## config.mk

```make
export PLATFORM = sky130hd
export DESIGN_NAME = sort_sequencer
export DESIGN_NICKNAME = d
export VERILOG_FILES = /design/src/rtl/sort_pkg.sv /design/src/rtl/sort_sequencer_btn_edge.sv /design/src/rtl/sort_sequencer.sv
export SDC_FILE = /design/constraint.sdc
export NUM_CORES = 1
export LEC_CHECK = 0
export ABC_AREA = 1
export BUFFER_PORTS_ARGS = -buffer_cell sky130_fd_sc_hd__buf_2
export CAP_MARGIN = 0
export CORE_MARGIN = 2
export CORE_UTILIZATION = 37
export CTS_CLUSTER_SIZE = 40
export DETAILED_ROUTE_END_ITERATION = 12
export PLACE_DENSITY = 0.59
export SLEW_MARGIN = 5
export SYNTH_ARGS = -nofsm -noshare
export SYNTH_HDL_FRONTEND = slang
export SYNTH_HIERARCHICAL = 1
export SYNTH_SLANG_ARGS = --single-unit
export TNS_END_PERCENT = 30
```

## constraint.sdc

```tcl
create_clock -name clk -period 2.9 [get_ports clk]
set_input_delay 0.29 -clock clk [delete_from_list [all_inputs] [get_ports clk]]
set_output_delay 0.29 -clock clk [all_outputs]
set_load 0.005 [all_outputs]
```

## src/rtl/sort_pkg.sv

```systemverilog
// Shared definitions for the 4-entry sort sequencer: state encoding, slot count, default width.
// Latency: n/a (package).
// Backpressure: n/a (package).
package sort_pkg;

    localparam int NUM_SLOTS = 4;
    localparam int DEF_WIDTH = 4;

    // State encoding
    localparam logic [1:0] IDLE = 2'd0;
    localparam logic [1:0] SORT = 2'd1;
    localparam logic [1:0] SHOW = 2'd2;
    localparam logic [1:0] DONE = 2'd3;

    typedef enum logic [1:0] {
        S_IDLE = IDLE,
        S_SORT = SORT,
        S_SHOW = SHOW,
        S_DONE = DONE
    } state_t;

endpackage

```

## src/rtl/sort_sequencer_btn_edge.sv

```systemverilog
// Registered rising-edge detector for a level button input.
// Latency: pulse is high for exactly one cycle, one cycle after btn is first seen high.
// Backpressure: none; a held button yields a single pulse until it is released.
//
// Ports:
//   clk    system clock
//   rst    synchronous active-high reset (clears history and pulse)
//   btn    level button input
//   pulse  one-cycle registered rising-edge pulse
module btn_edge (
    input  logic clk,
    input  logic rst,
    input  logic btn,
    output logic pulse
);

    logic btn_prev;

    always_ff @(posedge clk) begin
        if (rst) begin
            btn_prev <= 1'b0;
            pulse    <= 1'b0;
        end else begin
            btn_prev <= btn;
            pulse    <= btn & ~btn_prev;
        end
    end

endmodule

```

## src/rtl/sort_sequencer.sv

```systemverilog
// Loads four operands by one-hot slot select, bubble-sorts them one compare/swap per clock,
// then shows the sorted values on dout for DWELL cycles each, PASSES full rotations.
// Latency: 6 sort cycles + 4*PASSES*DWELL show cycles; buttons ignored while busy (no backpressure).
//
// Ports:
//   clk       system clock
//   rst       synchronous active-high reset
//   sel       one-hot slot select for loads
//   din       operand to load
//   load_btn  load request (level, rising edge acts)
//   sort_btn  sort request (level, rising edge acts)
//   dout      displayed value (registered)
//   valid     high while dout carries a display value
//   busy      high while sorting or showing
//   done      high once the display sequence has finished
module sort_sequencer
    import sort_pkg::*;
#(
    parameter int WIDTH  = DEF_WIDTH,
    parameter int DWELL  = 400,
    parameter int PASSES = 5
) (
    input  logic             clk,
    input  logic             rst,
    input  logic [3:0]       sel,
    input  logic [WIDTH-1:0] din,
    input  logic             load_btn,
    input  logic             sort_btn,
    output logic [WIDTH-1:0] dout,
    output logic             valid,
    output logic             busy,
    output logic             done
);

    localparam int KW = $clog2(4 * PASSES);
    localparam int DW = (DWELL > 1) ? $clog2(DWELL) : 1;
    localparam logic [KW-1:0] K_LAST     = KW'(4 * PASSES - 1);
    localparam logic [DW-1:0] DWELL_LAST = DW'(DWELL - 1);

    state_t           state_q;
    logic [WIDTH-1:0] slot_q   [NUM_SLOTS];
    logic [WIDTH-1:0] slot_nxt [NUM_SLOTS];
    logic [1:0]       p_q;
    logic [1:0]       j_q;
    logic [KW-1:0]    k_q;
    logic [DW-1:0]    dwell_q;

    // sel/din are delayed by one cycle so they line up with the registered
    // load pulse: the value written is the one present when the button rose.
    logic [3:0]       sel_q;
    logic [WIDTH-1:0] din_q;

    logic             load_pulse;
    logic             sort_pulse;
    logic             accept_cmd;
    logic             load_fire;
    logic [1:0]       load_idx;
    logic [WIDTH-1:0] cmp_a;
    logic [WIDTH-1:0] cmp_b;
    logic             do_swap;

    btn_edge u_load_edge (
        .clk   (clk),
        .rst   (rst),
        .btn   (load_btn),
        .pulse (load_pulse)
    );

    btn_edge u_sort_edge (
        .clk   (clk),
        .rst   (rst),
        .btn   (sort_btn),
        .pulse (sort_pulse)
    );

    assign accept_cmd = (state_q == S_IDLE) || (state_q == S_DONE);
    assign load_fire  = load_pulse && accept_cmd && $onehot(sel_q);

    always_comb begin
        load_idx = 2'd0;
        case (sel_q)
            4'b0001: load_idx = 2'd0;
            4'b0010: load_idx = 2'd1;
            4'b0100: load_idx = 2'd2;
            4'b1000: load_idx = 2'd3;
            default: load_idx = 2'd0;
        endcase
    end

    // Next slot contents: compare/swap during SORT, operand write in IDLE/DONE.
    // The two never coincide, since loads are only accepted outside SORT.
    always_comb begin
        slot_nxt = slot_q;
        cmp_a    = slot_q[j_q];
        cmp_b    = slot_q[j_q + 2'd1];
        do_swap  = (state_q == S_SORT) && (cmp_a > cmp_b);
        if (do_swap) begin
            slot_nxt[j_q]        = cmp_b;
            slot_nxt[j_q + 2'd1] = cmp_a;
        end
        if (load_fire) begin
            slot_nxt[load_idx] = din_q;
        end
    end

    always_ff @(posedge clk) begin
        if (rst) begin
            state_q <= S_IDLE;
            for (int i = 0; i < NUM_SLOTS; i++) begin
                slot_q[i] <= '0;
            end
            sel_q   <= '0;
            din_q   <= '0;
            p_q     <= '0;
            j_q     <= '0;
            k_q     <= '0;
            dwell_q <= '0;
            dout    <= '0;
            valid   <= 1'b0;
            busy    <= 1'b0;
            done    <= 1'b0;
        end else begin
            sel_q  <= sel;
            din_q  <= din;
            slot_q <= slot_nxt;

            case (state_q)
                S_IDLE, S_DONE: begin
                    if (sort_pulse) begin
                        state_q <= S_SORT;
                        p_q     <= '0;
                        j_q     <= '0;
                        busy    <= 1'b1;
                        done    <= 1'b0;
                    end
                end

                S_SORT: begin
                    if (p_q == 2'd2) begin
                        // Last compare (2,0): present its result immediately.
                        state_q <= S_SHOW;
                        k_q     <= '0;
                        dwell_q <= '0;
                        dout    <= slot_nxt[0];
                        valid   <= 1'b1;
                    end else if (j_q == (2'd2 - p_q)) begin
                        p_q <= p_q + 2'd1;
                        j_q <= '0;
                    end else begin
                        j_q <= j_q + 2'd1;
                    end
                end

                S_SHOW: begin
                    if (dwell_q == DWELL_LAST) begin
                        dwell_q <= '0;
                        if (k_q == K_LAST) begin
                            state_q <= S_DONE;
                            valid   <= 1'b0;
                            busy    <= 1'b0;
                            done    <= 1'b1;
                            dout    <= slot_q[NUM_SLOTS-1];
                        end else begin
                            k_q  <= k_q + KW'(1);
                            dout <= slot_q[k_q[1:0] + 2'd1];
                        end
                    end else begin
                        dwell_q <= dwell_q + DW'(1);
                    end
                end

                default: state_q <= S_IDLE;
            endcase
        end
    end

endmodule

```

==> results of run 1 <==
[area by class of cell]
class	instances	area [sq um]
Clock buffer	5	68.8
Clock inverter	3	22.5
Fill cell	1068	5720
Inverter	61	236
Multi-Input combinational cell	392	2180
Sequential cell	55	1100
Tap cell	133	166
Timing Repair Buffer	25	143
[registers in the layout (all words and copies together) (netlist names), 2 cells and up]
register  count
din_q         4
dout          4
dwell_q       9
j_q           2
k_q           5
p_q           2
sel_q         4
slot_q       16
state_q       2
[stage by stage]
step / util, % / power [uW] / hold WS (ns) / instances / cell area [sq um]
final: 40.7 / 2910 / 0.164 / 674 / 3920
after detailed placement: 39.6 / 2440 / 0.387 / 666 / 3820
after global placement: 39.6 / 2410 / 0.386 / 666 / 3820
after global routing: 40.7 / 3160 / 0.157 / 674 / 3920
after floorplan: - / 2110 / 0.368 / 522 / 3610
after CTS: 40.6 / 2890 / 0.153 / 674 / 3910
[layout by cell type, fill, tap and decap left out, types with 14 or more instances in the layout]
cell type  count
nand3_1       41
ha_1          21
dfxtp_1       55
buf_2         18
o21ai_1       14
o21ai_0       30
a21oi_1       55
nand2_1      114
nor2_1        45
inv_1         50
[worst min-delay path, stage by stage]
cell    delay (ns)
buf_2         0.10
inv_1         0.04
nor2_1        0.03
[cells by family (layout without fill, tap and decap cells)]
kind of cell             count (synthesis)  after routing  share of synthesized area, %
adder cells (fa/ha/maj)                 23             23                          8.19
XOR/XNOR                                 7              7                          1.70
AND/OR/NAND/NOR                        242            242                          31.3
AO/OA/AOI/OAI                          120            120                          19.0
flip-flops                              55             55                          30.5
buffers and inverters                   75             94                          9.26
[synth_stat cells (3+ instances only)]
cell type  count  area (sq um)
o21ai_0       30           150
a21oi_1       56           280
o211ai_1       8          60.1
buf_2          3          15.0
xor2_1         4          35.0
buf_6          3          33.8
nand3_1       41           205
o211ai_2       3          37.5
nand2_1      114           428
or2_1          4          25.0
xnor2_1        3          26.3
nor2_1        45           169
inv_1         50           188
nor3_1         3          15.0
inv_2         10          37.5
nand3_2        7          70.1
ha_1          22           275
a211oi_1       3          22.5
clkbuf_1       5          18.8
nor2_2         7          43.8
o21ai_1       14          70.1
nand2_2        9          56.3
dfxtp_1       55          1100
[worst paths after layout]
path | from | end | slack (ns) | depth (start not counted)
setup / recovery | j_q[0]$_SDFFE_PP0P_ | slot_q[0]$_SDFF_PP0_ | 0.24 | 14
hold / removal | sel[2] | sel_q[2]$_SDFF_PP0_ | 0.16 | 3
setup reg to reg | j_q[0]$_SDFFE_PP0P_ | slot_q[0]$_SDFF_PP0_ | 0.24 | 14
hold reg to reg | u_sort_edge/btn_prev$_SDFF_PP0_ | u_sort_edge/pulse$_SDFF_PP0_ | 0.40 | 1
[power breakdown]
part | total (uW) | internal (uW) | switching (uW)
Clock | 446 | 176 | 270
Combinational | 1500 | 507 | 990
Sequential | 966 | 851 | 115
Total | 2910 | 1530 | 1380
[metal layers]
metal	wire length, microns	vias to the layer above
met1	4460	1549
met4	209	0
li1	-	1752
met3	452	17
met5	0	-
met2	4020	103
==> impl_results.md, run 1 <==
* DR WL/cell at between 10 and 15 microns
* First-pass GRT wire length at about 15,000 microns
* Antenna cells at 0
* Clock insertion delay at the later pin of the skew report at 0.32 ns
* Post-CTS Setup Bufs at 0
* WP buf/inv at 5
* Fmax at 376 MHz
* GRT overflow at 0
* CP max stage delay at between 0.4 and 0.5 ns
* Post-Route Setup TNS at 0 ns
* Busiest grt layer: met2
* Die area at 10,600 sq um
* RSZ-0062 raised after global routing: no
* Max Buffers Root-to-Sink at 2
* Dpl ws at 0.141 ns
* Die Width at 103 microns
* DR iter-0 viols at 168
* Post-DR vias/cell at 5.08
* Vias in the first global route at 3,150
* Met3 usage at 2.37%
* Mapped cell area at 3610 sq um
* CTS-repair resized insts at 0
* WS Path Type: reg2reg
* Hold Crit Class: in2reg
* Worst Tran Pin Value at about 0.60 ns
* Initial antenna violation count at 0
* GPL Wtd Cong at 0.954
* Number of buffers added on ports at 18
* HPWL Detailed at 6800 microns
* CP Launch Type: flop
* Chip height at 103 microns
* Pre-Repair DR Iteration Count at 5
* Post-Syn Instances at 522
* Fin crit period at between 2 and 3 ns
* Root buf cell: clkbuf_8
* Synth warn at 6
* Lkg Pwr at 0.00167 uW
* Layout cells sized above 1 at 15.2%
* Finish-stage setup viols at 0
* Num ports at 19
* Std cell rows at 36
* Status: completed
* H-tree depth at 2
* Initial Util at around 37%
* Post-synth cell types at 43
* Hold-fix buffers, CTS at 0
* Post-synth EDFFs at 0
* VDD IR max at between 0.3 and 0.4 mV
* Top delay family on crit path: adder cells
* CP Data Required Time at 3.14 ns
* Post-synth ARST share at 0%
* CTS Buf Count at 5
* Number of synthesized register bits at 55
* Final WL at between 9000 and 10,000 microns
* CP endpoint kind: flop
* P per Cell Area at 742 nW/um^2
* DR vias at 3,421
* Tot GR Track Use at 18.4%
* Max-slew violation count at 0
* Final period util at 91.7%
* Max-slew headroom at between 60% and 70%
* Syn avg cell area at 6.91 sq um
* Critical path's slowest cell: dfxtp_1
* Prevailing post-synth register cell: dfxtp_1
* Reg clk slew, reported paths at 0.11 ns
* CP max FO at 21
* Critical path cell sequence: inv_8 -> ha_2 -> inv_2 -> nand3_1 -> and2_1 -> inv_2 -> ha_1 -> nand2_1 -> inv_1 -> nand2_1 -> a21oi_4 -> buf_4 -> nand3_1 -> a21oi_1
* Pin count of the biggest net entering global routing at 27
* Clk sinks at 55
* M2 GR Usage at 28.9%
* DRT antenna net count at 0
* Final setup margin at about 0.24 ns
* Clock Skew at about 0.012 ns
* Crit path DAT at 2.90 ns
* Sequential area share after synthesis at 30.5%
* DRC at 0
* Met1 Use GR at 26.0%
* CTS tree: built
* Nets at 575
* P&R area growth vs syn at 8.71%
* Maxcap violations at 0
* Post-Synthesis Net Count at 557
* Core area at roughly 9600 sq um
* Final Hold Vio Count at 0
Power figures use the tool's default switching activity.
==> run 2, diff against run 1 <==
- CORE_UTILIZATION: 37 -> 40
- PLACE_DENSITY: 0.59 -> 0.62
==> impl_results.md, run 2 (same netlist as run 1, synthesis figures left out) <==
* Reg-to-Reg Start: j_q[0]$_SDFFE_PP0P_
* Antenna cells at 0 (unchanged)
* Lkg Pwr at 0.00167 uW (about the same)
* CP Data Required Time at 3.15 ns (about the same)
* Commonest non-fill, non-tap cell in the layout: nand2_1
* Sequential cell area at 1100 sq um (unchanged)
* Chip height at 99.0 microns (-3.7%)
* Worst R2R End: dout[1]$_SDFFE_PP0P_
* Critical path's slowest cell: dfxtp_1
* Clk sinks at 55 (unchanged)
* Commonest non-fill, non-tap cells in the layout: 114 x nand2_1, 56 x a21oi_1, 55 x dfxtp_1
* Pin count of the biggest net entering global routing at 26 (-3.7%)
* Layout cells sized above 1 at 14.6% (-0.53 points)
* Critical path cell sequence: inv_8 -> ha_1 -> inv_2 -> nand3_1 -> and2_1 -> inv_2 -> ha_1 -> a21oi_1 -> nand2_1 -> nand2_4 -> a21oi_1 -> nand2_1 -> nand3_1 -> a21oi_2
* Hold-fix buffers, CTS at 0 (unchanged)
* Non-Filler Instances at 648 (-3.9%)
* P&R area growth vs syn at 8.08%
* Cells on worst reg2reg path at 14 (unchanged)
* CP Launch Type: flop
* Hold Crit Class: in2reg
* GPL Wtd Cong at 1.00 (+5.1%)
* CP max FO at 16 (-24%)
* Status: completed
* Worst Tran Pin Value at 0.635 ns (+0.0363 ns)
* Hold depth at 3 (unchanged)
* P per Cell Area at 754 nW/um^2 (+1.6%)
* Maxcap violations at 0 (unchanged)
* Dpl ws at 0.226 ns (+0.0854 ns)
* Final WL at 8990 microns (-1.6%)
* Switch Pwr at 1340 uW (-2.8%)
* Final setup margin at 0.248 ns (+0.00836 ns)
* Pre-Repair DR Iteration Count at 4 (-1)
* Biggest register: slot_q
* H-tree depth at 2 (unchanged)
* Hold_sp: sel[0]
* Post-DR vias/cell at 5.25 (+3.4%)
* Core area at 8720 sq um (-9.5%)
* Initial antenna violation count at 0 (unchanged)
* DRC at 0 (unchanged)
* Dpl cells at 641 (-3.8%)
* Final core utilization at 44.7% (+4.0 points)
* Die area at 9790 sq um (-7.2%)
* DR iter-0 viols at 170 (+1.2%)
* DRT antenna net count at 0 (unchanged)
* Tot GR Track Use at 18.8% (+0.35 points)
* First-pass GRT wire length at 15,000 microns (-2.2%)
* Max-slew violation count at 0 (unchanged)
* Sequential fraction of design power at 32.9% (-0.3 points)
* Max-slew headroom at 57.6% (-2.4 points)
* Comb power frac at 50.1% (-1.4 points)
* Fmax at 377 MHz (+0.32%)
* Crit path DAT at 2.90 ns (about the same)
* DR vias at 3,400 (-0.61%)
* CTS tree: built
* Finish-stage setup viols at 0 (unchanged)
* Final Hold Vio Count at 0 (unchanged)
* Die Width at 99.0 microns (-3.7%)
* GRT overflow at 0 (unchanged)
* Num ports at 19 (unchanged)
* Clock insertion delay at the later pin of the skew report at 0.31 ns (about the same)
* HPWL Detailed at 6750 microns (-0.62%)
* Largest register FFs at 16 (unchanged)
* RSZ-0062 raised after global routing: no
* Top delay family on crit path: simple AND/OR/NAND/NOR gates
* WP buf/inv at 3 (-2)
* Initial Util at 41.4% (+3.9 points)
* Final period util at 91.5% (-0.29 points)
* DR WL/cell at 13.9 microns (+2.3%)
* Clock share of power at 16.9% (+1.6 points)
* CP max stage delay at 0.44 ns (about the same)
* VDD IR max at 0.452 mV (+20%)
* Std cell rows at 34 (-5.6%)
* Fin crit period at 2.65 ns (-0.00836 ns)
* Reg clk slew, reported paths at 0.10 ns (about the same)
* Switching part of the total power at 45.5% (-1.8 points)
* Fillers at 912 (-15%)
* CTS Buf Count at 5 (unchanged)
* Post-Route Setup TNS at 0 ns (unchanged)
* Vias in the first global route at 3,071 (-2.5%)
* Overall power at 2940 uW (+1.0%)
* Number of buffers added on ports at 18 (unchanged)
* Nets at 575 (unchanged)
* Multi-input logic area at 2180 sq um (-0.29%)
* Max Buffers Root-to-Sink at 2 (unchanged)
* Critical Path Source: j_q[0]$_SDFFE_PP0P_
* Top flop regs: slot_q (16), dwell_q (9), k_q (5)
* Hold endpoint: sel_q[0]$_SDFF_PP0_
* Pint at 1600 uW (+4.5%)
* R2r setup slk at 0.25 ns (about the same)
* Root buf cell: clkbuf_8
* CP endpoint kind: flop
* WS Path Type: reg2reg
* Clock Skew at 0.00916 ns (-0.00242 ns)
## run 2: metrics by stage
stage          hold slack [ns]  area, sq um
2_1_floorplan            0.368         3610
3_3_place_gp             0.386         3790
3_5_place_dp             0.390         3790
4_1_cts                  0.169         3890
5_1_grt                  0.179         3900
6_report                 0.178         3900
## run 2: cell type report
cell class | count | area share [%]
sequential | 55 | 28.2
multi-input combinational | 392 | 55.8
tap | 108 | 3.47
timing repair buffer | 25 | 3.66
clock buffer | 5 | 1.77
clock inverter | 2 | 0.963
inverter | 61 | 6.07
## run 2: repair_timing
item	4_1_cts	5_1_grt
endpoints found under the setup margin	0	4
resized for setup	0	1
setup buffers	0	0
## run 2: worst reg2reg max path, delay by kind of cell, from the launching register on
family,cells,cell delay (ns)
fa+ha+maj,2,0.62
flops,1,0.44
buf+inv,3,0.25
compound gates,3,0.50
simple gates,6,0.76
## run 2: metal layers
metal	track usage, %	share of wire [%]	wire [microns]
met2	29.9	45	4090
met3	1.99	3.6	323
met1	26.8	49	4410
met4	5.90	1.9	173
met5	0	0	0
## run 2: power groups by stage
stage	Sequential [uW]	Clock, uW	Combinational, uW
5_1_grt	976	539	1680
3_3_place_gp	982	0	1420
3_5_place_dp	980	0	1450
6_report	968	498	1470
4_1_cts	963	514	1450
2_1_floorplan	940	0	1170
## run 2: worst max path at each step
stage | cells past startpoint | to
after detailed placement | 14 | dout[1]$_SDFFE_PP0P_
after CTS | 14 | dout[1]$_SDFFE_PP0P_
after global routing | 14 | dout[2]$_SDFFE_PP0P_
after floorplan | 15 | slot_q[0]$_SDFF_PP0_
after global placement | 14 | dout[1]$_SDFFE_PP0P_
final | 14 | dout[1]$_SDFFE_PP0P_
